$ cat config.mk
export PLATFORM = sky130hd
export DESIGN_NAME = uart_hex_receiver
export DESIGN_NICKNAME = d
export VERILOG_FILES = /design/src/rtl/uart_hex_receiver.sv
export SDC_FILE = /design/constraint.sdc
export NUM_CORES = 1
export LEC_CHECK = 0
export BUFFER_PORTS_ARGS = -buffer_cell sky130_fd_sc_hd__buf_2
export CAP_MARGIN = 20
export CORE_MARGIN = 5
export CORE_UTILIZATION = 55
export CTS_BUF_LIST = sky130_fd_sc_hd__clkbuf_2 sky130_fd_sc_hd__clkbuf_4 sky130_fd_sc_hd__clkbuf_8
export DETAILED_ROUTE_END_ITERATION = 7
export MAX_ROUTING_LAYER = met4
export PLACE_DENSITY = 0.82
export RECOVER_POWER = 50
export SYNTH_ARGS = -nofsm -noshare
export SYNTH_HDL_FRONTEND = slang
export SYNTH_SLANG_ARGS = --single-unit
$ cat constraint.sdc
create_clock -name clk -period 3.1 [get_ports clk]
set_clock_uncertainty 0.2 [all_clocks]
set_input_delay 0 -clock clk [delete_from_list [all_inputs] [get_ports clk]]
set_output_delay 0 -clock clk [all_outputs]
set_load 0.01 [all_outputs]
$ cat src/rtl/uart_hex_receiver.sv
// 8N1 UART receiver that assembles ASCII hex digits, MSB-first, into a DIGITS-nibble word.
// Flags a completed word on flag_start, and a framing error or non-hex byte on flag_err.
module uart_hex_receiver #(
  parameter int unsigned CLKS_PER_BIT = 434,
  parameter int unsigned DIGITS       = 4
) (
  input  logic                  clk,
  input  logic                  rst_n,
  input  logic                  in,
  output logic [4*DIGITS-1:0]   data,
  output logic                  flag_start,
  output logic                  flag_err,
  output logic                  flag_busy
);

  localparam int unsigned W  = 4 * DIGITS;
  localparam int unsigned CW = $clog2(CLKS_PER_BIT);
  localparam int unsigned DW = $clog2(DIGITS + 1);

  localparam logic [CW-1:0] HALF_LAST = CW'(CLKS_PER_BIT / 2 - 1);
  localparam logic [CW-1:0] BIT_LAST  = CW'(CLKS_PER_BIT - 1);
  localparam logic [DW-1:0] WORD_LAST = DW'(DIGITS - 1);

  typedef enum logic [1:0] {IDLE, START, DATA, STOP} state_t;

  state_t        state;
  logic          rx_meta;
  logic          rxs;
  logic [CW-1:0] cnt;
  logic [2:0]    bit_idx;
  logic [7:0]    shift;
  logic [DW-1:0] count;
  logic [W-1:0]  acc;

  logic          is_hex;
  logic          is_ws;
  logic [3:0]    nib;
  logic [W-1:0]  acc_next;

  // The received byte is fully in 'shift' by the time the stop bit is sampled.
  always_comb begin
    is_hex   = 1'b0;
    is_ws    = 1'b0;
    nib      = '0;
    if (shift >= 8'h30 && shift <= 8'h39) begin
      is_hex = 1'b1;
      nib    = shift[3:0];
    end else if ((shift >= 8'h41 && shift <= 8'h46) ||
                 (shift >= 8'h61 && shift <= 8'h66)) begin
      is_hex = 1'b1;
      nib    = shift[3:0] + 4'd9;
    end else if (shift == 8'h0D || shift == 8'h0A || shift == 8'h20) begin
      is_ws  = 1'b1;
    end
    acc_next = (acc << 4) | W'(nib);
  end

  always_ff @(posedge clk or negedge rst_n) begin
    if (!rst_n) begin
      rx_meta    <= 1'b1;
      rxs        <= 1'b1;
      state      <= IDLE;
      cnt        <= '0;
      bit_idx    <= '0;
      shift      <= '0;
      count      <= '0;
      acc        <= '0;
      data       <= '0;
      flag_start <= 1'b0;
      flag_err   <= 1'b0;
    end else begin
      rx_meta    <= in;
      rxs        <= rx_meta;
      flag_start <= 1'b0;
      flag_err   <= 1'b0;
      case (state)
        IDLE: begin
          if (!rxs) begin
            state <= START;
            cnt   <= '0;
          end
        end
        START: begin
          if (cnt == HALF_LAST) begin
            cnt     <= '0;
            bit_idx <= '0;
            state   <= rxs ? IDLE : DATA;
          end else begin
            cnt <= cnt + 1'b1;
          end
        end
        DATA: begin
          if (cnt == BIT_LAST) begin
            cnt     <= '0;
            shift   <= {rxs, shift[7:1]};
            bit_idx <= bit_idx + 1'b1;
            if (bit_idx == 3'd7) state <= STOP;
          end else begin
            cnt <= cnt + 1'b1;
          end
        end
        STOP: begin
          // Leave at mid-stop so a frame that follows with no idle gap is still caught.
          if (cnt == BIT_LAST) begin
            cnt   <= '0;
            state <= IDLE;
            if (!rxs) begin
              flag_err <= 1'b1;
              count    <= '0;
            end else if (is_hex) begin
              acc <= acc_next;
              if (count == WORD_LAST) begin
                data       <= acc_next;
                flag_start <= 1'b1;
                count      <= '0;
              end else begin
                count <= count + 1'b1;
              end
            end else if (is_ws) begin
              count <= '0;
            end else begin
              flag_err <= 1'b1;
              count    <= '0;
            end
          end else begin
            cnt <= cnt + 1'b1;
          end
        end
        default: state <= IDLE;
      endcase
    end
  end

  assign flag_busy = (state != IDLE);

endmodule

==> summary.md, run 1 <==
| Metric | Value |
|---|---|
| Max-slew headroom | `-0.285` |
| Core Region | `4820 um^2` |
| Critical path launch point type | `flip-flop` |
| Synth Register Bits | `57` |
| Root buf cell | `clkbuf_8` |
| Largest net degree at the start of global routing | `38` |
| Hold Crit Class | `primary input to flip-flop` |
| Fillcell total | `405` |
| Clock share of power | `0.455` |
| Number of cells on the critical path | `7` |
| Synth top area share | `0.495` |
| Distinct cells, synth | `53` |
| Buf/Inv on CP | `3` |
| I/O Buffers | `21` |
| CP Max Fanout | `16` |
| Critical Path Sink Type | `flip-flop` |
| Failing checks | `capacitance limit, slew limit` |
| Final Hold Fails | `0` |
| DP HPWL | `3740 um` |
| Router iterations before antenna repair | `4` |
| Die H | `81.1 um` |
| Syn_area_per_cell | `11.3 um^2` |
| Initial antenna violation count | `0` |
| Yosys warning total | `0` |
| Iter 0 DRT Violations | `102` |
| Post-layout instance area | `3110 um^2` |
| Worst skew pair latency | `0.34 ns` |
| Pint | `1.12 mW` |
| Clock sink count | `57` |
| Crit path capture | `data[5]$_DFFE_PN0P_` |
| Worst r2r dst | `data[5]$_DFFE_PN0P_` |
| Prevailing post-synth register cell | `dfrtp_1` |
| Ports | `22` |
| TritonCTS clock tree | `yes` |
| GR Overflow Total | `0` |
| Residual DRC count | `0` |
| Flop-to-flop setup slack | `0.59 ns` |
| Routed WL per cell | `15.5 um` |
| Die width | `81.1 um` |
| Drt total wl | `5360 um` |
| Cell Rows | `25` |
| Synth async-reset ratio | `1.00` |
| Cell family with most CP delay | `compound AO/OA/AOI/OAI gates` |
| Via/cell ratio | `5.80` |
| Final setup fails | `0` |
| Sw Ratio | `0.205` |
| RSZ-0062 raised after global routing | `false` |
| Crit path time final | `2.51 ns` |
| CP Launch Point | `shift[0]$_DFFE_PN0P_` |
| Cell count after synthesis | `245` |
| Synth area leader | `dfrtp_1` |
| Most Frequent Cell on Critical Path | `inv_1` |
| Critical-path cell list | `inv_1, ha_1, inv_1, o311a_1, o21ai_2, buf_4, mux2_1` |
| Worst Path Required | `3.11 ns` |
| Routed vias | `2008` |
| Crit path kind | `flip-flop to flip-flop` |
| Max-Cap Viols | `1` |
| First-pass GRT wire length | `9470 um` |
| # Post-CTS Setup Buffers | `0` |
| CTS Buf Count | `9` |
| Run status | `finished with violations` |
| Reg2Reg Launch Point | `shift[0]$_DFFE_PN0P_` |
| Worst-margin pin slew | `1.93 ns` |
| Clock transition at path regs | `0.06 ns` |
| Sequential fraction of design power | `0.532` |
| Fin Setup TNS | `0 ns` |
| Area Growth Syn to Fin | `12.0%` |
| Placed inst area | `2930 um^2` |
| Slowest cell delay on critical path | `0.50 ns` |
| Nets | `287` |
| Area contributors post-synth | `dfrtp_1, mux2_1, ha_1, nand2_1, o21ai_1` |
| GRT Total Usage | `0.198` |
| PD cells | `452 nW/um^2` |
| Peak VDD IR | `0.332 mV` |
| Worst path arrival time | `2.52 ns` |
| Max-slew violations | `38` |
| CTS Buffer Depth | `2` |
| Slowest cell on crit path | `dfrtp_1` |
| Post-synthesis cell area | `2780 um^2` |
| Initial core utilization | `0.577` |
| Vias in the first global route | `1956` |
| Register area | `1430 um^2` |
| Post-synthesis sequential area ratio | `0.514` |
| R2r worst-path depth | `7` |
| Tcrit/Tclk final | `0.808` |
| Peak Freq | `399 MHz` |
| Combinational power share | `0.013` |
| Multi-input gate area | `1240 um^2` |
| Post-synth EDFFs | `0` |
| Syn nets | `258` |
| Total power | `1.41 mW` |
| Diodes inserted | `0` |
| H-tree depth | `3` |
| Antenna-violating nets left | `0` |
| Share of layout cells above drive strength 1 | `0.133` |
| GPL Wtd Cong | `0.894` |
| NetSw | `0.289 mW` |
| Leakage | `1.47 nW` |
| Die ar. | `6580 um^2` |
-- how the worst min path moves through the flow --
| stage | end | from | depth (start not counted) | slack [ns] |
|---|---|---|---|---|
| 6_report | rx_meta$_DFF_PN1_ | in | 2 | 0.11 |
| 3_5_place_dp | rx_meta$_DFF_PN1_ | in | 1 | -0.09 |
| 5_1_grt | rx_meta$_DFF_PN1_ | in | 2 | 0.12 |
| 4_1_cts | rx_meta$_DFF_PN1_ | in | 2 | 0.10 |
| 3_3_place_gp | rx_meta$_DFF_PN1_ | in | 1 | -0.09 |
| 2_1_floorplan | asynchronous set/reset pin | rst_n | 0 | -0.50 |
-- layout make-up --
class	count	area share
tap	67	0.0269
multi-input combinational	168	0.399
timing repair buffer	27	0.0410
clock inverter	1	0.00161
clock buffer	15	0.0583
inverter	11	0.0141
sequential	57	0.459
-- per-layer routing --
layer | wire length (um) | part of all wire | GRT usage | vias to the layer above
met1 | 2360 | 0.44 | 0.241 | 1001
met2 | 2690 | 0.50 | 0.305 | 43
met3 | 209 | 0.039 | 0.0576 | 11
li1 | - | - | - | 953
met5 | 0 | 0 | - | -
met4 | 106 | 0.020 | 0.0912 | 0
-- cell usage after synthesis (5+ instances only) --
cell / number
a21oi_1: 9
a31oi_1: 5
dfrtp_1: 55
ha_1: 10
inv_1: 8
mux2_1: 22
nand2_1: 24
nand3_1: 9
nor2_1: 7
o21ai_0: 6
o21ai_1: 13
-- metrics by stage --
step,cells,hold WS (ns),util,setup slack (ns)
after floorplan,245,-0.496,-,0.585
after global placement,328,-0.0945,0.609,0.681
after detailed placement,328,-0.0924,0.609,0.613
after CTS,346,0.104,0.652,0.595
after global routing,346,0.122,0.646,0.296
final,346,0.111,0.646,0.595
-- power groups by stage --
stage                     Combinational (mW)  Sequential [mW]  Clock (mW)
after floorplan                     0.000855            0.761           0
after global placement                0.0176            0.762           0
after detailed placement              0.0179            0.762           0
after global routing                  0.0219            0.748       0.691
after CTS                             0.0199            0.748       0.648
final                                 0.0181            0.748       0.641
-- layout by cell type, fill, tap and decap left out, types with 3 or more instances in the layout --
cell / count
nor2_1: 7
a31oi_1: 5
clkbuf_8: 11
clkbuf_4: 4
nand2_1: 24
nor4_1: 3
clkbuf_1: 20
a22oi_1: 4
nand2b_1: 3
or4_1: 3
o21ai_0: 6
mux2_1: 22
dfrtp_1: 55
nand3_1: 9
nand4b_1: 3
and3_1: 4
or2_1: 4
a21oi_1: 9
ha_1: 10
mux2_2: 4
inv_1: 8
o21ai_1: 13
buf_4: 3
-- state kept, by name, summed over array words and instances (netlist names), named ones only --
register	flops
acc	12
rx_meta	1
shift	8
cnt	9
data	16
bit_idx	3
flag_err	1
count	3
flag_start	1
rxs	1
state	1
-- cell families (layout without fill, tap and decap cells) --
logic type	Yosys count	count (layout)	synth area share
compound gates	55	55	0.131
xor+xnor	2	2	0.00630
fa+ha+maj	10	10	0.0450
buf+inv	20	54	0.0392
flops	57	57	0.514
mux	27	27	0.109
simple gates	74	74	0.155
-- repair_timing --
item                                   4_1_cts  5_1_grt
endpoints found under the hold margin       37        0
setup endpoints to repair                    0        0
hold buffers                                 2        0
resized for setup                            0        0
Note: power is estimated with default switching activity, not from simulation.
==> run 2, diff against run 1 <==
==> constraint.sdc (replaced) <==
create_clock -name clk -period 2.6 [get_ports clk]
set_clock_uncertainty 0.2 [all_clocks]
set_input_delay 0 -clock clk [delete_from_list [all_inputs] [get_ports clk]]
set_output_delay 0 -clock clk [all_outputs]
set_load 0.01 [all_outputs]
==> run 2 against run 1 <==
  * The flow now finishes without violations
  * Worst hold slack gained 0.016 ns
  * Register-to-register slack lost 0.36 ns
  * Sequential power grew 19%
  * First-iteration DRC count shrank 4.9%
  * Sequential cell count is the same
  * Clock power grew 56%
  * Routed wire length shrank 1.5%
  * Die area is the same
  * Fmax grew 6.0%
  * Global-route usage shrank 0.56 points
  * Count of clock-buffer cells in the layout shrank 5
  * Cell count grew 0.87%
  * Critical endpoint is now data[9]$_DFFE_PN0P_
==> summary.md, run 2 (synthesis results as in run 1) <==
| Metric | Value |
|---|---|
| Peak Freq | `423 MHz` |
| CTS Buffer Depth | `2` |
| Worst skew pair latency | `0.33 ns` |
| Crit path capture | `data[9]$_DFFE_PN0P_` |
| PD cells | `596 nW/um^2` |
| Routed vias | `1973` |
| Antenna-violating nets left | `0` |
| Clock transition at path regs | `0.06 ns` |
| Die ar. | `6580 um^2` |
| Routed WL per cell | `15.1 um` |
| Most common cell after layout, fill and taps aside | `dfrtp_1` |
| Critical path launch point type | `flip-flop` |
| Hold Crit Class | `primary input to flip-flop` |
| Reg2Reg Launch Point | `shift[0]$_DFFE_PN0P_` |
| Final setup fails | `0` |
| Max-Cap Viols | `0` |
| CP Launch Point | `shift[0]$_DFFE_PN0P_` |
| Die width | `81.1 um` |
| Flop-to-flop setup slack | `0.24 ns` |
| Max-slew headroom | `0.114` |
| Max FFs per register | `16` |
| RSZ-0062 raised after global routing | `false` |
| Cts repair resizes | `0` |
| Iter 0 DRT Violations | `97` |
| Diodes inserted | `0` |
| Crit path kind | `flip-flop to flip-flop` |
| Core Region | `4820 um^2` |
| Worst path arrival time | `2.37 ns` |
| CTS Buf Count | `9` |
| Most flop-heavy register | `data` |
| GRT Total Usage | `0.192` |
| Share of layout cells above drive strength 1 | `0.188` |
| Peak VDD IR | `0.461 mV` |
| # Post-CTS Setup Buffers | `0` |
| Root buf cell | `clkbuf_8` |
| Crit path time final | `2.36 ns` |
| Commonest non-fill, non-tap cells in the layout | `dfrtp_1, nand2_1, mux2_1` |
| Critical Path Sink Type | `flip-flop` |
| DP HPWL | `3550 um` |
| Vias in the first global route | `1982` |
| Biggest regs | `data (16), acc (12), cnt (9)` |
| TritonCTS clock tree | `yes` |
| Router iterations before antenna repair | `4` |
| Tcrit/Tclk final | `0.909` |
| Initial core utilization | `0.577` |
| Ports | `22` |
| Max-slew violations | `0` |
| Worst-margin pin slew | `1.33 ns` |
| GPL Wtd Cong | `0.856` |
| Area Growth Syn to Fin | `15.4%` |
| Hold_ws | `0.128 ns` |
| Fillcell total | `389` |
| Clock sink count | `57` |
| Final Hold Fails | `0` |
| Worst Path Required | `2.61 ns` |
| Die H | `81.1 um` |
| I/O Buffers | `21` |
| Leakage | `1.56 nW` |
| Fin Setup TNS | `0 ns` |
| Drt total wl | `5280 um` |
| Cell Rows | `25` |
| Run status | `completed` |
| Via/cell ratio | `5.65` |
| H-tree depth | `3` |
| Worst r2r dst | `data[9]$_DFFE_PN0P_` |
| CP Max Fanout | `16` |
| First-pass GRT wire length | `9150 um` |
| GR Overflow Total | `0` |
| Largest net degree at the start of global routing | `58` |
| R2r worst-path depth | `7` |
| Initial antenna violation count | `0` |
| Nets | `290` |
| Residual DRC count | `0` |
run 2: cell count changes in the layout (fill, tap and decap cells not counted), sizes merged:
cell,delta
clkbuf,-18
buf,+16
bufinv,+3
clkinv,+2
run 2: worst max-delay path: stages, from the launching register on:
cell	delay, ns
dfrtp_1	0.49
inv_1	0.15
ha_1	0.23
inv_1	0.07
o311a_1	0.39
o21ai_2	0.12
buf_4	0.25
mux2_1	0.35
run 2: how the worst min path moves through the flow:
stage	startpoint	to	slack (ns)	depth (start not counted)
global placement	rst_n	data[10]$_DFFE_PN0P_	-0.18	2
CTS	rst_n	acc[10]$_DFFE_PN0P_	0.001	3
global route	in	rx_meta$_DFF_PN1_	0.13	2
floorplan	rst_n	asynchronous set/reset pin	-0.50	0
detailed placement	rst_n	data[6]$_DFFE_PN0P_	-0.18	2
finish	in	rx_meta$_DFF_PN1_	0.13	2
run 2: metal layers:
| layer | vias up | track usage | wire (um) |
|---|---|---|---|
| li1 | 956 | - | - |
| met4 | 0 | 0.111 | 89 |
| met5 | - | - | 0 |
| met2 | 43 | 0.296 | 2590 |
| met1 | 965 | 0.233 | 2400 |
| met3 | 9 | 0.0432 | 197 |
run 2: metrics by stage:
step | cells | setup slack [ns] | power, mW | util | instance area [um^2]
2_1_floorplan | 245 | 0.0846 | 0.909 | - | 2780
3_3_place_gp | 331 | 0.326 | 0.932 | 0.616 | 2970
3_5_place_dp | 331 | 0.241 | 0.932 | 0.616 | 2970
4_1_cts | 349 | 0.235 | 1.94 | 0.671 | 3230
5_1_grt | 349 | 0.123 | 1.99 | 0.666 | 3210
6_report | 349 | 0.237 | 1.91 | 0.666 | 3210
run 2: power breakdown:
group / internal (mW) / switching, mW
clock network: 0.657 / 0.342
logic: 0.00368 / 0.0175
registers: 0.890 / 0.00219
total: 1.55 / 0.362
run 2: layout make-up:
cell class                 instances  area, um^2  area share
sequential                        57        1430       0.445
multi-input combinational        168        1240       0.387
timing repair buffer              30         166      0.0519
clock buffer                      10         138      0.0429
clock inverter                     6         105      0.0328
tap                               67        83.8      0.0261
inverter                          11        43.8      0.0137
run 2: repair_timing:
action / in CTS / in global routing
endpoints found under the setup margin: 0 / 0
hold endpoints to repair: 58 / 0
hold buffers: 2 / 0
